`config.mk`:
```
export PLATFORM = sky130hd
export DESIGN_NAME = result_split
export DESIGN_NICKNAME = d
export VERILOG_FILES = /design/src/rtl/result_split.sv
export SDC_FILE = /design/constraint.sdc
export NUM_CORES = 1
export LEC_CHECK = 0
export BUFFER_PORTS_ARGS = -buffer_cell sky130_fd_sc_hd__buf_4
export CAP_MARGIN = 15
export CORE_ASPECT_RATIO = 0.8
export CORE_UTILIZATION = 49
export DETAILED_ROUTE_END_ITERATION = 6
export MAX_ROUTING_LAYER = met4
export PLACE_DENSITY_LB_ADDON = 0.2
export REMOVE_ABC_BUFFERS = 1
export SYNTH_ARGS = -nofsm -noshare
export SYNTH_HDL_FRONTEND = slang
export SYNTH_SLANG_ARGS = --single-unit
```
`constraint.sdc`:
```
create_clock -name clk -period 1.6 [get_ports clk]
set_clock_uncertainty 0.1 [all_clocks]
set_input_delay 0.16 -clock clk [delete_from_list [all_inputs] [get_ports clk]]
set_output_delay 0.16 -clock clk [all_outputs]
set_load 0.05 [all_outputs]
```
`src/rtl/result_split.sv`:
```
// Serialises one packed result vector into a stream of 32-bit addressed words,
// LSB word first, with a one-cycle done pulse after the final word is taken.
module result_split #(
    parameter int CO     = 16,
    parameter int O_F_BW = 20,
    localparam int RES_BW = CO * O_F_BW,
    localparam int NW     = (RES_BW + 31) / 32,
    localparam int CW     = (NW > 1) ? $clog2(NW) : 1
) (
    input  logic              clk,
    input  logic              reset,
    input  logic              in_valid,
    input  logic [RES_BW-1:0] in_result,
    output logic              in_ready,
    output logic [31:0]       out_word,
    output logic [31:0]       out_address,
    output logic              out_enable,
    input  logic              out_ready,
    output logic              out_done
);

    typedef enum logic [1:0] {
        IDLE = 2'd0,
        SEND = 2'd1,
        DONE = 2'd2
    } state_t;

    state_t            state_r;
    logic [NW*32-1:0]  buffer_r;
    logic [NW*32-1:0]  capture_s;
    logic [CW-1:0]     cnt_r;
    logic              in_ready_r;
    logic              out_enable_r;
    logic              out_done_r;
    logic              last_s;

    // Zero-extend the incoming vector to a whole number of words.
    always_comb begin
        capture_s               = '0;
        capture_s[RES_BW-1:0]   = in_result;
    end

    // Flags the word currently presented as the final one of the vector.
    always_comb begin
        last_s = (cnt_r == CW'(NW - 1));
    end

    // Transfer sequencer: capture, shift out one word per handshake, pulse done.
    always_ff @(posedge clk) begin
        if (reset) begin
            state_r      <= IDLE;
            buffer_r     <= '0;
            cnt_r        <= '0;
            in_ready_r   <= 1'b1;
            out_enable_r <= 1'b0;
            out_done_r   <= 1'b0;
        end else begin
            case (state_r)
                IDLE: begin
                    if (in_valid) begin
                        buffer_r     <= capture_s;
                        cnt_r        <= '0;
                        state_r      <= SEND;
                        in_ready_r   <= 1'b0;
                        out_enable_r <= 1'b1;
                    end else begin
                        state_r      <= IDLE;
                    end
                end
                SEND: begin
                    if (out_ready) begin
                        buffer_r <= buffer_r >> 32;
                        if (last_s) begin
                            cnt_r        <= '0;
                            state_r      <= DONE;
                            out_enable_r <= 1'b0;
                            out_done_r   <= 1'b1;
                        end else begin
                            cnt_r        <= cnt_r + CW'(1);
                        end
                    end else begin
                        state_r <= SEND;
                    end
                end
                DONE: begin
                    state_r      <= IDLE;
                    out_done_r   <= 1'b0;
                    in_ready_r   <= 1'b1;
                    out_enable_r <= 1'b0;
                end
                default: begin
                    state_r      <= IDLE;
                    buffer_r     <= '0;
                    cnt_r        <= '0;
                    in_ready_r   <= 1'b1;
                    out_enable_r <= 1'b0;
                    out_done_r   <= 1'b0;
                end
            endcase
        end
    end

    assign in_ready    = in_ready_r;
    assign out_enable  = out_enable_r;
    assign out_done    = out_done_r;
    assign out_word    = buffer_r[31:0];
    assign out_address = {{(32-CW){1'b0}}, cnt_r};

endmodule

```
Word-level counts from Yosys, hierarchy flattened
Index checks and enable logic that the tools add are counted.
- reductions and logical operators: 5
- eq/ne operators: 7
- muxes and demuxes: 20
- add/subtract/negate cells: 1
- bitwise logic cells: 3
- operator list (cell ; number):
    $pmux W320 S3 ; 1
    $mux W320 ; 2
    $mux W4 ; 3
    $pmux W4 S3 ; 1
    $reduce_and A3 Y1 ; 3
    $mux W1 ; 7
    $ne A2 B2 Y1 const B ; 3
    $pmux W1 S2 ; 3
    $add A4 B1 Y4 const B ; 1
    $eq A4 B4 Y1 const B ; 1
    $mux W2 ; 2
    $pmux W2 S2 ; 1
    $ne A3 B3 Y1 const B ; 1
    $not A1 Y1 ; 3
    $eq A2 B1 Y1 const B ; 1
    $eq A2 B2 Y1 const B ; 1
    $logic_not A2 Y1 ; 1
    $reduce_and A2 Y1 ; 1
- bits of input ports: 324
- word-level logic and storage cells: 42
- bits in registers: 329
- output and inout port bits: 67

Longest topological paths before layout
- word-level depth: 4
- depth in mapped cells: 7
- mapped depth without buffers: 5

Worst setup path after synthesis
OpenSTA, ideal clock, no wires.
- path type: register to register
- start point: reg state_r[0]
- end point: reg cnt_r[3]
- buffers on the path: 3
- setup time: 0.074 ns
- setup slack: -0.083 ns
- required time: 1.426 ns
- arrival time: 1.508 ns
- stages on the path, launching flop included: 7
- period minus slack after synthesis: 1.683 ns
- path through: dfxtp_1 clkbuf_2 or3b_1 buf_2 buf_6 a2111o_1 a31oi_1
- longest elaborated chain between the ends: 3
- elaborated cells on any way between the ends: 8
- those cells by class: 4 x eq/ne; 1 x mux; 1 x bitwise; 2 x reduce/logical
- RTL lines (item ; line ; text):
    from (decl) ; 28 ; state_t state_r;
    from (signal assigned) ; 51 ; state_r <= IDLE;
    from (signal assigned) ; 63 ; state_r <= SEND;
    from (signal assigned) ; 67 ; state_r <= IDLE;
    $eq A2 B1 Y1 (tied with other cells) ; 58 ; case (state_r)
    $ne A2 B2 Y1 (no source line) / $not A1 Y1 (equally long branches) ; - ;
    $reduce_and A3 Y1 (no source line) ; - ;
    to (signal assigned) ; 79 ; cnt_r <= cnt_r + CW'(1);
    to (decl) ; 31 ; logic [CW-1:0] cnt_r;
Parallel ways exist; a longest one is shown, timed or not.
A chain may end at the register's enable or synchronous reset.

Final worst setup path
- start point: reg state_r[0]
- end point: reg buffer_r[59]
- longest elaborated chain between the ends: 3
- elaborated cells on any way between the ends: 8
- those cells by class: 4 x eq/ne; 1 x mux; 1 x bitwise; 2 x reduce/logical
- RTL lines (item ; line ; text):
    $eq A2 B1 Y1 (tied with other cells) ; 58 ;
    $ne A2 B2 Y1 (no source line) / $not A1 Y1 (equally long branches) ; - ;
    $reduce_and A3 Y1 (no source line) ; - ;
    to (signal assigned) ; 61 ; buffer_r <= capture_s;
    to (signal assigned) ; 72 ; buffer_r <= buffer_r >> 32;
    to (decl) ; 29 ; logic [NW*32-1:0] buffer_r;
Parallel ways exist; a longest one is shown, timed or not.

==> impl_metrics.yaml <==
synthesis:
  yosysTopAreaCellShare: 0.425
  netlist_area_um2: 15500
  synth-seq-cells: 329
  synthTopCellsByArea: "dfxtp_1 43%, a2111oi_0 16%, nor3_1 9.2%, o21ai_0 9.2%, nor2_1 7.7%"
  ys.flop_type: "dfxtp_1"
  yosysTopAreaCell: "dfxtp_1"
  ys_warn_count: 0
  netlist_instances: 1923
  seq_area_frac_synth: 0.425
  yosysUniqueCellTypes: 36
  async_reset_ff_frac: 0
  synth-edff-count: 0
  avgSynthCellArea_um2: 8.06
floorplanning:
  dieArea_um2: 32300
  core-area_um2: 30700
  rows: 57
  start_util: 0.504
  die_h_um: 161
  boundaryPins: 391
  die_w_um: 201
power_and_ir_drop:
  total_power_mw: 23.3
  p_per_area_nw_per_um2: 938
  p_leak_nw: 9.59
  vdd.ir_drop.worst_mv: 0.692
detailed_routing:
  ant_nets: 0
  route.detailed.drc: 1
  wl_per_cell_um: 22.6
  drt-initial-drc-count: 2426
  routed_wl_mm: 66.1
  vias_per_cell: 6.49
  drt-pass1-iter-count: 7
  routed-via-count: 19000
finish:
  area_growth_pct: 60.4
  fillers: 1772
  drive_above_1_share: 0.289
  diodes: 0
  fin_util: 0.809
  finalNetCount: 2812
  final_common_cell: "buf_4"
  final_cell_mix: "410 x buf_4, 327 x dfxtp_1, 302 x dlygate4sd3_1, 277 x o21ai_0, 272 x nor2_1"
  final_cell_area_um2: 24900
worst_setup_path:
  worstPathRequired_ns: 1.85
  r2r_end: "buffer_r[59]"
  cp-end-kind: "flip-flop"
  start_kind: "flip-flop"
  cp.arrival_ns: 2.19
  criticalPathCategory: "flip-flop to flip-flop"
  r2r-start: "state_r[0]"
  crit_fanout: 15
  reg2reg_slack_ns: -0.34
  worst_r2r_path_depth: 5
run:
  max-cap-violations: 0
placement:
  place_ws_ns: -0.243
  gp_congestion: 0.831
  dp_hpwl_mm: 30.4
  place_area_um2: 18600
  port_buffers: 362
global_routing:
  grt.overflow.total: 0
  track_usage: 0.362
  grt.met3_usage: 0.0642
  grt_start_max_net_pins: 67
  gr-usage-met2: 0.573
  grt_pass1_vias: 17800
  grt_first_pass_wirelength_mm: 93.8
  antenna_found_initial: 0
  use_met1: 0.452
  busiest_layer: "met2"
outcome:
  violations: "design-rule violations, negative setup slack"
  status: "complete, but fails checks"
min_path:
  hold_path_end: "buffer_r[287]"
  hold_depth: 4
  hold_path.class: "input port to flip-flop"
  hold_start: "in_result[287]"
cts:
  tritoncts: "yes"
  clk_latency_ns: 0.51
  numCtsBuffers: 36
  clock-sinks: 329
  cts_root_buf: "clkbuf_16"
  clkTransAtPathRegs_ns: 0.06
  h-tree-depth: 2
  clk_path_buf_depth: 3
sta:
  worst_slew_pin_slew_ns: 0.531
  finalWorstSetupSlack_ns: -0.342
  finalHoldViolCount: 0
  finalMaxSlewViolations: 0
  setup_viol: 300
  holdWs_ns: 0.0174
  min_period_over_period: 1.21
  relSlewSlack: 0.637
  timing.fmax_mhz: 515
  period_needed_ns: 1.94
  rsz0062_at_grt: "yes"
## power by group
group / internal [mW] / switching (mW) / leakage [nW] / total, mW
clock network: 4.87 / 3.47 / 0.574 / 8.34
registers: 8.93 / 0.425 / 2.73 / 9.36
logic: 2.62 / 3.00 / 6.29 / 5.61
## critical path: stages (launching register included)
cell and delay (ns):
dfxtp_4 0.36, nor3b_4 0.27, buf_6 0.22, bufbuf_16 0.32, nor3_1 0.06, a2111oi_0 0.43
## cell families after synthesis
family | share of synthesized area
simple gates | 0.198
compound gates | 0.275
flops | 0.425
buf+inv | 0.0981
mux | 0.00291
fa+ha+maj | 0.00161
other cells | 0.000242
## synthesized netlist by cell type (all sizes together) (2+ instances only)
library cell  instances
nor3                285
a21oi                 4
nand4                 4
o31ai                 2
nor4bb               32
a2111oi             284
inv                   5
nor2                318
ha                    2
nand3                 7
buf                 146
clkbuf              160
mux2                  4
o21ai               286
o211ai                4
o21a                  2
dfxtp               329
a31oi                33
nand2                 3
o32ai                 2
nand2b                2
## worst max path at each step
stage          startpoint             to  slack (ns)
6_report       state_r[0]   buffer_r[59]       -0.34
5_1_grt        state_r[1]  buffer_r[193]       -0.38
4_1_cts        state_r[1]  buffer_r[225]       -0.11
3_5_place_dp   state_r[1]   buffer_r[93]       -0.24
3_3_place_gp   state_r[1]   buffer_r[21]       -0.04
2_1_floorplan  state_r[0]  buffer_r[208]      -20.86
## per-layer routing
metal	routed length, um	vias to the layer above
li1	-	8313
met1	24700	8916
met2	31100	1434
met3	6770	326
met4	3550	0
met5	0	-
## final cells by class
type | instances | area (um2) | area share
Tap cell | 413 | 517 | 0.0208
Clock buffer | 54 | 1090 | 0.0438
Timing Repair inverter | 1 | 8.76 | 0.000352
Multi-Input combinational cell | 1309 | 8500 | 0.342
Sequential cell | 329 | 6590 | 0.265
Clock inverter | 9 | 75.1 | 0.00302
Timing Repair Buffer | 803 | 8030 | 0.323
Inverter | 6 | 40.0 | 0.00161
## stage by stage
| step | TNS, ns | instances |
|---|---|---|
| after floorplan | -6336.42 | 1644 |
| after global placement | -0.288 | 2517 |
| after detailed placement | -9.69 | 2517 |
| after CTS | -9.38 | 2908 |
| after global routing | -41.86 | 2924 |
| final | -23.62 | 2924 |
## sequential cells by signal, summed over array words and instances, names as in the netlist
signal	cells
buffer_r	320
cnt_r	4
in_ready	1
out_done	1
out_enable	1
state_r	2
## repair_timing
item | 4_1_cts | 5_1_grt
hold buffers | 302 | 0
endpoints found under the setup margin | 254 | 323
resized for setup | 104 | 302
gates cloned | 11 | 11
hold endpoints to repair | 311 | 0
pin swaps | 77 | 17
buffers inserted | 15 | 6
Note: power is estimated with default switching activity, not from simulation.
